[src/rtl/instruction_fetch_unit_pkg.sv]
// Shared fetch-path types and constants: datapath width, NOP encoding, reset PC
// and the {pc, instruction} buffer entry.
package instruction_fetch_unit_pkg;

  localparam int unsigned XLEN = 32;

  localparam logic [XLEN-1:0] INSTR_NOP        = 32'h0000_0013;
  localparam logic [XLEN-1:0] DEFAULT_RESET_PC = 32'h0000_0000;
  localparam logic [XLEN-1:0] PC_STEP          = 32'h0000_0004;

  typedef struct packed {
    logic [XLEN-1:0] pc;
    logic [XLEN-1:0] instr;
  } fetch_entry_t;

  // Word-align a target address.
  function automatic logic [XLEN-1:0] align_pc(input logic [XLEN-1:0] pc);
    return {pc[XLEN-1:2], 2'b00};
  endfunction

endpackage

[src/rtl/instruction_fetch_unit_sync_fifo.sv]
// Synchronous FIFO with push/pop/flush and an occupancy count.
// A push into a full FIFO is accepted when a pop happens in the same cycle.
module sync_fifo #(
  parameter int unsigned WIDTH = 32,
  parameter int unsigned DEPTH = 4
) (
  input  logic                           clk_i,
  input  logic                           rst_n_i,
  input  logic                           push_i,
  input  logic [WIDTH-1:0]               data_i,
  input  logic                           pop_i,
  input  logic                           flush_i,
  output logic [WIDTH-1:0]               head_o,
  output logic [$clog2(DEPTH + 1)-1:0]   count_o,
  output logic                           empty_o
);

  localparam int unsigned PTR_W = (DEPTH > 1) ? $clog2(DEPTH) : 1;
  localparam int unsigned CNT_W = $clog2(DEPTH + 1);

  logic [WIDTH-1:0] mem_q [DEPTH];
  logic [PTR_W-1:0] wr_ptr_q, wr_ptr_d;
  logic [PTR_W-1:0] rd_ptr_q, rd_ptr_d;
  logic [CNT_W-1:0] count_q, count_d;
  logic             do_push;
  logic             do_pop;

  assign do_pop  = pop_i && (count_q != '0);
  assign do_push = push_i && ((count_q != CNT_W'(DEPTH)) || do_pop);

  always_comb begin
    wr_ptr_d = wr_ptr_q;
    rd_ptr_d = rd_ptr_q;
    count_d  = count_q;
    if (flush_i) begin
      wr_ptr_d = '0;
      rd_ptr_d = '0;
      count_d  = '0;
    end else begin
      if (do_push) wr_ptr_d = wr_ptr_q + PTR_W'(1);
      if (do_pop)  rd_ptr_d = rd_ptr_q + PTR_W'(1);
      case ({do_push, do_pop})
        2'b10:   count_d = count_q + CNT_W'(1);
        2'b01:   count_d = count_q - CNT_W'(1);
        default: count_d = count_q;
      endcase
    end
  end

  always_ff @(posedge clk_i or negedge rst_n_i) begin
    if (!rst_n_i) begin
      wr_ptr_q <= '0;
      rd_ptr_q <= '0;
      count_q  <= '0;
    end else begin
      wr_ptr_q <= wr_ptr_d;
      rd_ptr_q <= rd_ptr_d;
      count_q  <= count_d;
    end
  end

  // Storage needs no reset: the head is only consumed while count is non-zero.
  always_ff @(posedge clk_i) begin
    if (do_push && !flush_i) mem_q[wr_ptr_q] <= data_i;
  end

  assign head_o  = mem_q[rd_ptr_q];
  assign count_o = count_q;
  assign empty_o = (count_q == '0);

endmodule

[src/rtl/instruction_fetch_unit.sv]
// In-order instruction fetch: credit-limited requests to instruction memory,
// a buffer of {pc, instruction} for decode, and redirect with stale-response drop.
module instruction_fetch_unit
  import instruction_fetch_unit_pkg::*;
#(
  parameter logic [XLEN-1:0] RESET_PC   = DEFAULT_RESET_PC,
  parameter int unsigned     FIFO_DEPTH = 4
) (
  input  logic            clk_i,
  input  logic            rst_n_i,
  input  logic            redirect_valid_i,
  input  logic [XLEN-1:0] redirect_pc_i,
  output logic            imem_req_valid_o,
  input  logic            imem_req_ready_i,
  output logic [XLEN-1:0] imem_req_addr_o,
  input  logic            imem_rsp_valid_i,
  input  logic [XLEN-1:0] imem_rsp_data_i,
  output logic            dec_valid_o,
  input  logic            dec_ready_i,
  output logic [XLEN-1:0] dec_pc_o,
  output logic [XLEN-1:0] dec_instruction_o
);

  localparam int unsigned CNT_W = $clog2(FIFO_DEPTH + 1);
  localparam int unsigned SUM_W = CNT_W + 1;

  logic [XLEN-1:0]  fetch_pc_q, fetch_pc_d;
  logic [XLEN-1:0]  rsp_pc_q, rsp_pc_d;
  logic [CNT_W-1:0] outstanding_q, outstanding_d;
  logic [CNT_W-1:0] drop_q, drop_d;
  logic [CNT_W-1:0] fifo_count;
  fetch_entry_t     hold_q, hold_d;
  fetch_entry_t     fifo_head;
  fetch_entry_t     push_entry;
  logic             credit_ok;
  logic             req_accept;
  logic             rsp_keep;
  logic             fifo_empty;
  logic             dec_pop;

  // In-flight requests plus buffered entries never exceed the buffer size.
  assign credit_ok = (SUM_W'(outstanding_q) + SUM_W'(fifo_count)) < SUM_W'(FIFO_DEPTH);

  assign imem_req_valid_o = rst_n_i && credit_ok && !redirect_valid_i;
  assign imem_req_addr_o  = fetch_pc_q;
  assign req_accept       = imem_req_valid_o && imem_req_ready_i;

  assign rsp_keep   = imem_rsp_valid_i && !redirect_valid_i && (drop_q == '0);
  assign push_entry = '{pc: rsp_pc_q, instr: imem_rsp_data_i};

  assign dec_valid_o       = rst_n_i && !fifo_empty && !redirect_valid_i;
  assign dec_pop           = dec_valid_o && dec_ready_i;
  assign dec_pc_o          = fifo_empty ? hold_q.pc    : fifo_head.pc;
  assign dec_instruction_o = fifo_empty ? hold_q.instr : fifo_head.instr;

  always_comb begin
    fetch_pc_d    = fetch_pc_q;
    rsp_pc_d      = rsp_pc_q;
    outstanding_d = outstanding_q;
    drop_d        = drop_q;
    hold_d        = fifo_empty ? hold_q : fifo_head;

    case ({req_accept, imem_rsp_valid_i})
      2'b10:   outstanding_d = outstanding_q + CNT_W'(1);
      2'b01:   outstanding_d = outstanding_q - CNT_W'(1);
      default: outstanding_d = outstanding_q;
    endcase

    if (redirect_valid_i) begin
      // Everything still in flight is stale; the response landing now is dropped too.
      fetch_pc_d = align_pc(redirect_pc_i);
      rsp_pc_d   = align_pc(redirect_pc_i);
      drop_d     = outstanding_q - CNT_W'(imem_rsp_valid_i);
    end else begin
      if (req_accept) fetch_pc_d = fetch_pc_q + PC_STEP;
      if (imem_rsp_valid_i && (drop_q != '0)) drop_d = drop_q - CNT_W'(1);
      if (rsp_keep) rsp_pc_d = rsp_pc_q + PC_STEP;
    end
  end

  always_ff @(posedge clk_i or negedge rst_n_i) begin
    if (!rst_n_i) begin
      fetch_pc_q    <= RESET_PC;
      rsp_pc_q      <= RESET_PC;
      outstanding_q <= '0;
      drop_q        <= '0;
      hold_q        <= '{pc: '0, instr: INSTR_NOP};
    end else begin
      fetch_pc_q    <= fetch_pc_d;
      rsp_pc_q      <= rsp_pc_d;
      outstanding_q <= outstanding_d;
      drop_q        <= drop_d;
      hold_q        <= hold_d;
    end
  end

  sync_fifo #(
    .WIDTH ($bits(fetch_entry_t)),
    .DEPTH (FIFO_DEPTH)
  ) u_ibuf (
    .clk_i   (clk_i),
    .rst_n_i (rst_n_i),
    .push_i  (rsp_keep),
    .data_i  (push_entry),
    .pop_i   (dec_pop),
    .flush_i (redirect_valid_i),
    .head_o  (fifo_head),
    .count_o (fifo_count),
    .empty_o (fifo_empty)
  );

endmodule

[config.mk]
export PLATFORM = sky130hd
export DESIGN_NAME = instruction_fetch_unit
export DESIGN_NICKNAME = d
export VERILOG_FILES = /design/src/rtl/instruction_fetch_unit_pkg.sv /design/src/rtl/instruction_fetch_unit_sync_fifo.sv /design/src/rtl/instruction_fetch_unit.sv
export SDC_FILE = /design/constraint.sdc
export NUM_CORES = 1
export LEC_CHECK = 0
export BUFFER_PORTS_ARGS = -buffer_cell sky130_fd_sc_hd__clkbuf_2
export CORE_MARGIN = 5
export CORE_UTILIZATION = 53
export DETAILED_ROUTE_END_ITERATION = 7
export PLACE_DENSITY = 0.78
export SYNTH_ARGS = -nofsm -noshare
export SYNTH_HDL_FRONTEND = slang
export SYNTH_SLANG_ARGS = --single-unit
export TNS_END_PERCENT = 1
[constraint.sdc]
create_clock -name clk_i -period 8.1 [get_ports clk_i]
set_input_delay 0.405 -clock clk_i [delete_from_list [all_inputs] [get_ports clk_i]]
set_output_delay 0.405 -clock clk_i [all_outputs]
set_load 0.02 [all_outputs]
==> flow_metrics.env <==
export IMPL_grt_pass1_vias=8919
export IMPL_port_buffers=161
export IMPL_ys_seq_area_share_pct=69.8
export IMPL_drc=0
export IMPL_n_fill_cell=2056
export IMPL_antennaDiodeCount=0
export IMPL_syn_area_mm2=0.0155
export IMPL_drtIter0Drc=597
export IMPL_pre_cts_ws_ns=4.65
export IMPL_holdPathStages=1
export IMPL_p_total_uw=5710
export IMPL_overflow=0
export IMPL_grt_util_all_layers_pct=19.1
export IMPL_r2r_cells=5
export IMPL_drive_above_1_share_pct=33.3
export IMPL_final_cell_mix="248 x edfxtp_1, 160 x clkbuf_2, 130 x dfrtp_1"
export IMPL_syn_inst=909
export IMPL_ir_worst_vdd_uv=193
export IMPL_cts_buffers_inserted=40
export IMPL_antenna_found_initial=0
export IMPL_slowest_stage="buf_4"
export IMPL_hp_class="primary input to register"
export IMPL_hpwlAfterDp_um=18700
export IMPL_setup_violations=0
export IMPL_register_area_mm2=0.0108
export IMPL_endpoint_kind="primary output"
export IMPL_dr_pass1_iters=5
export IMPL_path_cells="buf_4 -> mux4_2 -> mux2_2 -> clkbuf_2"
export IMPL_crit_path_start_kind="register"
export IMPL_r2r_start="drop_q[0]"
export IMPL_fin_crit_sh_pct=43.9
export IMPL_cts_sinks=383
export IMPL_gp_congestion=0.848
export IMPL_finClkSkew_ns=0.0172
export IMPL_yosysTopAreaCellShare_pct=48.0
export IMPL_clkTransAtPathRegs_ns=0.06
export IMPL_utilization_pct=62.4
export IMPL_cpLargestDelayFamily="buffers and inverters"
export IMPL_grt_max_degree=65
export IMPL_die_area_mm2=0.0328
export IMPL_totalWireLength_um=31000
export IMPL_fin_crit_ns=3.55
export IMPL_setup_tns_ns=0
export IMPL_yosysUniqueCellTypes=52
export IMPL_fin_nets=1163
export IMPL_synth_edf_count=248
export IMPL_slew_violations=0
export IMPL_synth_ff_type="edfxtp_1"
export IMPL_arrival_ns=3.15
export IMPL_ys_warn_count=0
export IMPL_die_y_um=181
export IMPL_synth_top_area_cell="edfxtp_1"
export IMPL_critPathKind="register to primary output"
export IMPL_syn_avg_cell_area_um2=17.1
export IMPL_coreArea_mm2=0.0288
export IMPL_initial_core_util_pct=53.9
export IMPL_rsz0062_at_grt="false"
export IMPL_final_common_cell="edfxtp_1"
export IMPL_grt_pass1_wl_um=49800
export IMPL_die_x_um=181
export IMPL_htree_levels=2
export IMPL_async_flop_share_pct=35.2
export IMPL_slew_headroom_pct=26.7
export IMPL_ys_ff_latch=383
export IMPL_cts_resized=0
export IMPL_ios=168
export IMPL_clk_latency_ns=0.53
export IMPL_setup_slack_ns=4.55
export IMPL_crit_end="dec_instruction_o[18]"
export IMPL_startpoint="u_ibuf.rd_ptr_q[0]"
export IMPL_cp_max_fo=45
export IMPL_max_stage_delay_ns=0.76
export IMPL_tightest_slew_ns=1.09
export IMPL_cp_depth=4
export IMPL_r2r_end="u_ibuf.mem_q[3][19]"
export IMPL_rows=62
export IMPL_vias_per_cell=5.70
export IMPL_hold_viol_final=0
export IMPL_dr_total_vias=8521
export IMPL_fmax_ghz=0.282
export IMPL_antenna_left=0
export IMPL_r2r_slack_ns=4.87
export IMPL_status="completed"
export IMPL_cts_tree="built"
export IMPL_p_per_area_mw_per_mm2=318
export IMPL_cts_setup_buffers=0
export IMPL_path_buf_inv=2
export IMPL_synth_top_cells_by_area="edfxtp_1 48%, dfrtp_1 21%, mux4_2 9.0%"
export IMPL_cap_viol_max_count=0
export IMPL_cts_path_max_buffers=3
export IMPL_wl_per_cell_um=20.7
export IMPL_power_static_leakage_uw=0.00656
export IMPL_clockRootBuffer="clkbuf_16"
export IMPL_syn2layout_area_growth_pct=15.8
export IMPL_multi_input_area_mm2=0.00443
export IMPL_crit_required_ns=7.70
-- final cells by class --
class / instances / share of cell area, %
inverter: 17 / 0.355
sequential: 383 / 60.3
timing repair buffer: 170 / 4.91
clock inverter: 17 / 0.941
clock buffer: 57 / 6.10
tap: 384 / 2.68
multi-input combinational: 466 / 24.7
-- layer usage --
metal | GRT usage (%) | vias to the layer above | routed length [um]
met4 | 4.47 | 0 | 547
met3 | 3.62 | 40 | 2160
li1 | - | 3860 | -
met2 | 30.1 | 285 | 14700
met5 | 0 | - | 0
met1 | 28.1 | 4336 | 13500
-- sequential cells by signal (all words and copies together), names as in the netlist --
| register | cells |
|---|---|
| u_ibuf.mem_q | 248 |
| hold_q | 62 |
| imem_req_addr_o | 30 |
| rsp_pc_q | 30 |
| drop_q | 3 |
| outstanding_q | 3 |
| u_ibuf.count_o | 3 |
| u_ibuf.rd_ptr_q | 2 |
| u_ibuf.wr_ptr_q | 2 |
-- worst min-delay path by stage --
stage / slack, ns / start / endpoint
2_1_floorplan: 0.11 / rst_n_i / drop_q[0]
3_5_place_dp: 0.26 / rst_n_i / hold_q[23]
6_report: 0.09 / imem_rsp_data_i[10] / u_ibuf.mem_q[0][10]
3_3_place_gp: 0.26 / rst_n_i / hold_q[23]
5_1_grt: 0.08 / imem_rsp_data_i[2] / u_ibuf.mem_q[3][2]
4_1_cts: 0.07 / imem_rsp_data_i[2] / u_ibuf.mem_q[1][2]
-- where the power goes --
part | internal (uW) | total (uW) | switching [uW]
clock network | 1040 | 1770 | 723
logic | 577 | 1450 | 873
registers | 2360 | 2490 | 136
total | 3980 | 5710 | 1730
-- per-stage QoR --
step / instance area (um2) / instances / hold slack, ns
after floorplan: 15500 / 912 / 0.109
after global placement: 16700 / 1419 / 0.261
after detailed placement: 16700 / 1419 / 0.261
after CTS: 18000 / 1494 / 0.0738
after global routing: 18000 / 1494 / 0.0801
final: 18000 / 1494 / 0.0936
-- worst reg2reg max path, cell delays in order (launching register included) --
cell and delay [ns]:
dfrtp_1 0.38, inv_1 0.08, ha_1 0.21, nand3b_1 0.27
a311oi_1 0.90, and2_4 0.94
-- cell usage after synthesis (all sizes together) (5+ instances only) --
cell    count
xor2       33
o21ai      19
mux4       62
edfxtp    248
o211ai      5
inv        17
o31a        5
a21boi     20
buf        23
and3       14
xnor2      19
nor3       12
nor2       20
nand2b     11
nor4        7
nand3      24
nand4      26
a21oi      10
and4       10
ha         13
clkbuf     23
mux2       69
dfrtp     132
nand2      41
and2        7
-- cell families (layout without fill, tap and decap cells) --
kind of cell    count (synthesis)  after routing  share of synthesized area, %
xor+xnor                       52             52                          2.94
flops                         383            383                          69.8
buf+inv                        63            261                          1.78
simple gates                  184            184                          6.54
fa+ha+maj                      15             15                          1.31
compound gates                 77             77                          3.37
mux                           134            134                          14.2
other cells                     1              4                        0.0242
-- what timing repair did --
action,4_1_cts,5_1_grt
setup endpoints to repair,0,0
hold buffers,1,0
endpoints found under the hold margin,17,0
(Power assumes the default switching activity.)
